===== config.mk =====
export PLATFORM = sky130hd
export DESIGN_NAME = cpu_halt_dumper
export DESIGN_NICKNAME = d
export VERILOG_FILES = /design/src/rtl/cpu_halt_dumper.sv
export SDC_FILE = /design/constraint.sdc
export NUM_CORES = 1
export LEC_CHECK = 0
export CORE_MARGIN = 4
export CORE_UTILIZATION = 25
export CTS_CLUSTER_DIAMETER = 200
export DETAILED_ROUTE_END_ITERATION = 7
export MAX_ROUTING_LAYER = met4
export PLACE_DENSITY = 0.41
export SLEW_MARGIN = 20
export SYNTH_ARGS = -nofsm -noshare
export SYNTH_HDL_FRONTEND = slang
export SYNTH_SLANG_ARGS = --single-unit

===== constraint.sdc =====
create_clock -name clk -period 3.78 [get_ports clk]
set_input_delay 1.134 -clock clk [delete_from_list [all_inputs] [get_ports clk]]
set_output_delay 1.134 -clock clk [all_outputs]
set_load 0.05 [all_outputs]

===== src/rtl/cpu_halt_dumper.sv =====
// cpu_halt_dumper
//
// Watches the CPU halt flag and an optional watchdog. On the first halt edge
// or watchdog expiry it freezes a snapshot of the register file and the cycle
// counter, then streams the snapshot as a byte frame over a valid/ready port:
//   0xA5, status, count (MSB first), reg 0 .. reg NUM_REGS-1 (each MSB first),
//   checksum (sum mod 256 of every preceding byte, header included).
//
// Ports:
//   clk          single clock, rising edge
//   reset        synchronous, active-high; aborts any frame in progress
//   cpu_halted   CPU halt flag (level); its rising edge triggers the dump
//   regs_flat    register file, reg i at [i*REG_W +: REG_W]
//   out_data     frame byte
//   out_valid    out_data holds a frame byte
//   out_ready    sink accepts the byte this cycle
//   done         whole frame accepted (sticky until reset)
//   timed_out    snapshot was caused by the watchdog (sticky until reset)
//   cycle_count  live cycle counter; frozen at the captured value once triggered
//
// Handshake: a byte transfers on every rising edge where out_valid and
// out_ready are both high. While out_valid is high and out_ready is low,
// out_data holds its value; the next byte appears the cycle after acceptance.
// out_valid never drops until the byte it qualifies has been accepted.

module cpu_halt_dumper #(
    parameter int NUM_REGS = 8,
    parameter int REG_W    = 8,
    parameter int CYC_W    = 32,
    parameter int TIMEOUT  = 0
) (
    input  logic                      clk,
    input  logic                      reset,
    input  logic                      cpu_halted,
    input  logic [NUM_REGS*REG_W-1:0] regs_flat,
    output logic [7:0]                out_data,
    output logic                      out_valid,
    input  logic                      out_ready,
    output logic                      done,
    output logic                      timed_out,
    output logic [CYC_W-1:0]          cycle_count
);

    localparam int CYC_B     = CYC_W / 8;
    localparam int REG_B     = REG_W / 8;
    // Payload = status + count + registers; header and checksum are added
    // around it.
    localparam int PAY_B     = 1 + CYC_B + NUM_REGS * REG_B;
    localparam int FRAME_LEN = PAY_B + 2;
    localparam int IDX_W     = $clog2(FRAME_LEN);

    localparam logic [IDX_W-1:0] LAST_IDX    = IDX_W'(FRAME_LEN - 1);
    localparam logic [IDX_W-1:0] PRE_LAST    = IDX_W'(FRAME_LEN - 2);
    localparam logic [CYC_W-1:0] TIMEOUT_VAL = CYC_W'(TIMEOUT);

    typedef enum logic [1:0] {
        S_RUN  = 2'd0,
        S_SEND = 2'd1,
        S_DONE = 2'd2
    } state_t;

    state_t                    state;
    logic                      halted_q;
    logic [IDX_W-1:0]          idx;
    logic [7:0]                csum;
    // Snapshot held as a shift register: the top byte is always the next
    // payload byte to present.
    logic [PAY_B*8-1:0]        shift_q;

    logic                      halt_evt;
    logic                      tmo_evt;
    logic [7:0]                status_now;
    logic [NUM_REGS*REG_W-1:0] regs_ordered;
    logic [PAY_B*8-1:0]        payload;

    always_comb begin
        halt_evt   = cpu_halted & ~halted_q;
        tmo_evt    = (TIMEOUT != 0) && (cycle_count == TIMEOUT_VAL);
        // Halt wins when both events land in the same cycle.
        status_now = halt_evt ? 8'h01 : 8'h02;
        // Reverse register order so reg 0 ends up in the most significant
        // slot and is shifted out first.
        regs_ordered = '0;
        for (int i = 0; i < NUM_REGS; i++) begin
            regs_ordered[(NUM_REGS-1-i)*REG_W +: REG_W] = regs_flat[i*REG_W +: REG_W];
        end
        payload = {status_now, cycle_count, regs_ordered};
    end

    always_ff @(posedge clk) begin
        if (reset) begin
            state       <= S_RUN;
            cycle_count <= '0;
            halted_q    <= 1'b0;
            out_valid   <= 1'b0;
            out_data    <= 8'h00;
            done        <= 1'b0;
            timed_out   <= 1'b0;
            idx         <= '0;
            csum        <= 8'h00;
            shift_q     <= '0;
        end else begin
            halted_q <= cpu_halted;
            case (state)
                S_RUN: begin
                    if (halt_evt || tmo_evt) begin
                        // Counter is not incremented here, so it freezes at
                        // exactly the captured value.
                        state     <= S_SEND;
                        out_valid <= 1'b1;
                        out_data  <= 8'hA5;
                        shift_q   <= payload;
                        idx       <= '0;
                        csum      <= 8'h00;
                        timed_out <= ~halt_evt;
                    end else if (cycle_count != {CYC_W{1'b1}}) begin
                        cycle_count <= cycle_count + 1'b1;
                    end
                end
                S_SEND: begin
                    if (out_ready) begin
                        csum <= csum + out_data;
                        if (idx == LAST_IDX) begin
                            state     <= S_DONE;
                            out_valid <= 1'b0;
                            done      <= 1'b1;
                        end else begin
                            idx <= idx + 1'b1;
                            if (idx == PRE_LAST) begin
                                // Fold in the byte being accepted now so the
                                // checksum is ready without a bubble.
                                out_data <= csum + out_data;
                            end else begin
                                out_data <= shift_q[PAY_B*8-1 -: 8];
                                shift_q  <= shift_q << 8;
                            end
                        end
                    end
                end
                S_DONE: begin
                    out_valid <= 1'b0;
                    done      <= 1'b1;
                end
                default: begin
                    state <= S_RUN;
                end
            endcase
        end
    end

endmodule


==> impl_results.md, run 1 <==
* EDFF count, synth at 0
* Top cell type's share of synthesized area at 0.416
* Int Pwr at 0.00432 W
* CTS clk-pin slew, worst paths at 60 ps
* Crit-path cells: clkdlybuf4s50_1
* Root buf cell: clkbuf_16
* Area of the die at 34100 sq um
* Drt first pass iters at 5
* Min cycle time layout at 2940 ps
* CTS buffer count at 17
* Reg area at 3240 sq um
* Net Switching at 0.00269 W
* Yosys reg bits at 162
* Setup crit start kind: flop
* Via count at 6146
* Main synth FF type: dfxtp_1
* Multi-input gate area at 4190 sq um
* Wire length per cell at 16.6 um
* Post-Syn Area per Cell at 9.58 sq um
* Post-synthesis sequential area ratio at 0.416
* Worst path required time at 2650 ps
* Slowest cell delay on critical path at 870 ps
* I/O Pins at 111
* DRC at 0
* Cts hold-fix bufs at 0
* Clk sinks at 162
* HP Class: flop to flop
* Vias per std cell at 4.72
* Clock share of power at 0.263
* Syn_nets at 899
* Outcome: finished, final reports clean
* Critical path buffers and inverters at 1
* Max-Cap Viols at 0
* Post-CTS sizing at 0
* Static Leak at 3.46 nW
* Total Wirelength at 21600 um
* Seq pwr share at 0.354
* PD cells at 712 nW/um^2
* CP top delay family: buffers and inverters
* Critical path endpoint category: primary output
* Post-route design area at 9850 sq um
* CTS H-tree lvls at 4
* Routed Antenna Nets at 0
* Post-DP Area at 9230 sq um
* First-pass GRT wire length at 34300 um
* CP max FO at 8
* Filler cells at 3141
* GPL Wtd Cong at 0.815
* Setup Fix Bufs, Post-CTS at 0
* Final-stage net count at 978
* Ranking of synthesized cells by area: dfxtp_1, mux2i_1, a211oi_2
* CTS tree: done
* I/O Buffers at 110
* WS Path Type: flop to primary output
* Largest net degree at the start of global routing at 82
* Clk_lat worst skew at 430 ps
* Initial DRC count at 307
* Die W at 185 um
* Fmax at 340 MHz
* Global route overflow at 0
* # diodes at 0
* RSZ-0062 raised after global routing: false
* Final Max Slew Viols at 0
* P&R area growth vs syn at 26.3%
* Std-Cell Core Area at 30700 sq um
* Util after Layout at 0.321
* Slowest-stage cell, CP: clkdlybuf4s50_1
* Total of warnings raised by yosys at 0
* Yosys top cell by area: dfxtp_1
* Die Height at 185 um
* # setup viols final at 0
* Initial antenna violation count at 0
* Logic gate share of total power at 0.383
* Cell Area, Synth at 7800 sq um
* Setup Skew at 15.4 ps
* Unique masters post-synth at 53
* Maximum VDD drop at 403 uV
* CTS Buffer Depth at 2
* # rows at 64
* Switching Fraction at 0.384
* Layout cells sized above 1 at 0.128
* Initial Util at 0.254
* Synth Instances at 815
* Async set-reset flop share out of synthesis at 0
* Final setup TNS at 0 ps
* DP HPWL at 14600 um
* Actual slew at the worst max-slew pin at 769 ps
* GRT Resource Usage Total at 0.129
* Final worst-path cycle share at 0.778
* Final Hold Fails at 0
* Vias in the first global route at 6220
* Critical path arrival at 1810 ps
* Slew HR at 0.487
sequential cells by signal (all words and copies together) (netlist names):
signal / count
shift_q: 104
state: 2
done: 1
halted_q: 1
idx: 4
cycle_count: 32
timed_out: 1
out_data: 8
csum: 8
out_valid: 1
per-layer routing:
metal | up-vias | GRT usage | wire [um]
met3 | 19 | 0.0243 | 920
li1 | 3151 | - | -
met2 | 106 | 0.192 | 9240
met5 | - | - | 0
met4 | 0 | 0.0349 | 297
met1 | 2870 | 0.180 | 11100
cell type report:
class / instances / area share
clock buffers: 17 / 0.0432
clock inverters: 15 / 0.0197
inverters: 14 / 0.00533
multi-input cells: 574 / 0.425
flip-flops and latches: 162 / 0.329
well taps: 396 / 0.0503
repair buffers: 125 / 0.127
stage by stage:
stage | hold WS, ps | cells | total power, W | worst slack, ps
3_3_place_gp | 481 | 1271 | 0.00523 | 539
2_1_floorplan | 461 | 815 | 0.00466 | 1270
5_1_grt | 518 | 1303 | 0.00749 | 740
3_5_place_dp | 483 | 1271 | 0.00525 | 516
4_1_cts | 502 | 1303 | 0.00713 | 819
6_report | 497 | 1303 | 0.00702 | 841
synth_stat cells (2+ instances only):
master,instances
a211oi_1,41
a211oi_2,51
a21o_1,3
a21oi_1,30
a221oi_1,2
a22oi_1,21
a311oi_1,4
and3_1,6
and4_1,7
and4_4,2
buf_2,18
buf_4,5
buf_6,7
clkbuf_1,34
dfxtp_1,162
ha_1,15
inv_1,14
mux2_2,6
mux2i_1,94
nand2_1,18
nand2b_1,3
nand3_1,16
nand3b_1,3
nand4_1,13
nor2_1,137
nor2b_1,7
nor3_1,4
nor3b_1,4
o2111ai_1,3
o211ai_1,2
o211ai_2,2
o21ai_0,24
o22ai_1,3
o31ai_1,5
or2_2,2
or3_1,21
or4_1,2
xnor2_1,4
xor2_1,6
cell families after synthesis:
family,count (synthesis),synth area share
compound gates,198,0.210
buf+inv,79,0.0500
flops,162,0.416
simple gates,249,0.154
xor+xnor,11,0.0141
fa+ha+maj,16,0.0266
mux,100,0.129
power by group through the flow:
stage	Clock, W	Combinational (W)	Sequential, W
detailed placement	0	0.00272	0.00253
global route	0.00197	0.00297	0.00255
CTS	0.00191	0.00273	0.00249
global placement	0	0.00269	0.00254
floorplan	0	0.00211	0.00255
finish	0.00185	0.00269	0.00248
worst min-delay path, stage by stage, from the launching register on:
cell,delay (ps)
dfxtp_1,340
nor2_1,50
nor2_1,70
path summary, 6_finish.rpt:
check | from | to | slack [ps] | cells past startpoint
worst min-delay path | done | done | 500 | 2
worst min register to register | done | done | 500 | 2
worst max register to register | state[1] | shift_q[0] | 1310 | 8
worst max-delay path | cycle_count[12] | cycle_count[12] | 840 | 1
placed cells by master (no fill, tap or decap), types with 21 or more instances in the layout:
cell / instances
dfxtp_1: 162
nor2_1: 137
clkdlybuf4s50_1: 109
mux2i_1: 94
a211oi_2: 51
a211oi_1: 41
a21oi_1: 30
o21ai_0: 24
a22oi_1: 21
or3_1: 21
No activity file was read; power rests on OpenSTA's default activity.
==> run 2: changes to the inputs <==
==> constraint.sdc (replaced) <==
create_clock -name clk -period 2.9 [get_ports clk]
set_input_delay 0.87 -clock clk [delete_from_list [all_inputs] [get_ports clk]]
set_output_delay 0.87 -clock clk [all_outputs]
set_load 0.05 [all_outputs]
==> run 2 against run 1 <==
  * Combinational power is 35% higher
  * Total power is 30% higher
  * Flip-flop and latch count did not move
  * Critical path depth unchanged
  * Via count increased by 1.7%
  * Cell count grew 1.5%
  * Setup slack got worse by 590 ps
  * Die area unchanged
  * Wire length is 0.69% higher
  * First-iteration DRC count up 21%
  * Core utilization is 0.39 points higher
  * Register-to-register slack got worse by 680 ps
  * Largest power group unchanged
==> impl_results.md, run 2 (synthesis gave the netlist of run 1 again) <==
* Commonest non-fill, non-tap cell in the layout: dfxtp_1
* Min cycle time layout at 2650 ps
* Final-stage net count at 997 (+1.9%)
* Final Max Slew Viols at 0 (unchanged)
* CTS Buffer Depth at 2 (unchanged)
* I/O Pins at 111 (unchanged)
* Clk sinks at 162 (unchanged)
* Drt first pass iters at 4 (-1)
* Setup Skew at 11.8 ps (-3.58 ps)
* CTS clk-pin slew, worst paths at 70 ps (about the same)
* Slew HR at 0.614 (+0.126)
* Std-Cell Core Area at 30700 sq um (unchanged)
* Maximum VDD drop at 411 uV (+2.0%)
* Global route overflow at 0 (unchanged)
* GPL Wtd Cong at 0.711 (-13%)
* Total Wirelength at 21700 um (+0.69%)
* Filler cells at 3195 (+1.7%)
* CTS buffer count at 17 (unchanged)
* Final worst-path cycle share at 0.913
* Worst path required time at 2030 ps (-620 ps)
* # setup viols final at 0 (unchanged)
* Routed Antenna Nets at 0 (unchanged)
* PD cells at 913 nW/um^2 (+28%)
* CTS tree: done
* Overall power at 0.00910 W (+30%)
* Clk_lat worst skew at 430 ps (about the same)
* Multi-input gate area at 4190 sq um (unchanged)
* Slowest cell delay on critical path at 910 ps (+40 ps)
* # diodes at 0 (unchanged)
* Slowest-stage cell, CP: clkdlybuf4s50_1
* CP top delay family: buffers and inverters
* Vias in the first global route at 6237 (+0.27%)
* Max-Cap Viols at 0 (unchanged)
* Reg area at 3240 sq um (unchanged)
* RSZ-0062 raised after global routing: false
* CTS H-tree lvls at 4 (unchanged)
* Initial Util at 0.254 (unchanged)
* Setup crit start kind: flop
* First-pass GRT wire length at 34700 um (+1.2%)
* Critical path endpoint category: primary output
* Die W at 185 um (unchanged)
* Wire length per cell at 16.4 um (-0.76%)
* WS Path Type: flop to primary output
* Post-CTS sizing at 0 (unchanged)
* Static Leak at 3.55 nW (+2.4%)
* I/O Buffers at 110 (unchanged)
* Largest Register: shift_q
* Critical path arrival at 1780 ps (-30 ps)
* Commonest cells after routing, fill and taps aside: dfxtp_1, nor2_1, clkdlybuf4s50_1, mux2i_1, a211oi_2
* DP HPWL at 14800 um (+1.7%)
* # rows at 64 (unchanged)
* Cts hold-fix bufs at 0 (unchanged)
* Initial DRC count at 370 (+21%)
* Setup Fix Bufs, Post-CTS at 0 (unchanged)
* Via count at 6251 (+1.7%)
* Final Hold Fails at 0 (unchanged)
* Initial antenna violation count at 0 (unchanged)
* Max FFs per register at 104 (unchanged)
* P&R area growth vs syn at 27.8%
* HP Class: flop to flop
* Actual slew at the worst max-slew pin at 578 ps (-192 ps)
* Vias per std cell at 4.73 (+0.25%)
* Largest net degree at the start of global routing at 70 (-15%)
* Area of the die at 34100 sq um (unchanged)
* Critical path buffers and inverters at 1 (unchanged)
* CP max FO at 6 (-2)
* GRT Resource Usage Total at 0.131 (+0.00140)
* Top Registers: shift_q (104), cycle_count (32)
* Layout cells sized above 1 at 0.146 (+0.0179)
* Crit-path cells: clkdlybuf4s50_1
* Outcome: finished, final reports clean
* Fmax at 378 MHz
* Root buf cell: clkbuf_16
* Final Hold Slack at 497 ps (+0.00400 ps)
* DRC at 0 (unchanged)
* Die Height at 185 um (unchanged)
[run 2: cell types whose count changed in the layout (fill, tap and decap cells not counted)]
| cell | delta |
|---|---|
| bufinv_16 | -2 |
| clkinv_4 | +1 |
| clkinv_2 | +2 |
| buf_12 | +2 |
| buf_4 | +17 |
| clkinvlp_4 | -1 |
[run 2: worst paths after layout]
path                   from              to  slack, ps  cells after the start
max reg2reg        state[1]     shift_q[77]        630                      8
min             shift_q[88]     shift_q[96]        500                      2
min reg2reg     shift_q[88]     shift_q[96]        500                      2
max          cycle_count[0]  cycle_count[0]        250                      1
[run 2: through the flow]
| stage | cell area (sq um) | utilization | setup slack (ps) | setup TNS [ps] | instances |
|---|---|---|---|---|---|
| floorplan | 7800 | - | 649 | 0 | 815 |
| global placement | 9400 | 0.307 | -2.51 | -2.51 | 1290 |
| detailed placement | 9400 | 0.307 | -7.07 | -7.07 | 1290 |
| CTS | 9970 | 0.325 | 207 | 0 | 1322 |
| global route | 9970 | 0.325 | 159 | 0 | 1322 |
| finish | 9970 | 0.325 | 253 | 0 | 1322 |
[run 2: layer usage]
layer / GRT usage / wire length [um] / up-vias
met5: - / 0 / -
met4: 0.0282 / 205 / 0
met1: 0.184 / 11100 / 2944
met2: 0.197 / 9530 / 106
met3: 0.0237 / 901 / 17
li1: - / - / 3184
[run 2: layout make-up]
cell class / instances / area share
clock buffer: 17 / 0.0427
clock inverter: 15 / 0.0146
multi-input combinational: 574 / 0.420
tap: 396 / 0.0497
timing repair buffer: 144 / 0.142
inverter: 14 / 0.00527
sequential: 162 / 0.325
[run 2: power by group]
part           internal, W  switching, W  total (W)
Clock              0.00121       0.00103    0.00224
Sequential         0.00285      0.000383    0.00323
Combinational      0.00150       0.00213    0.00363
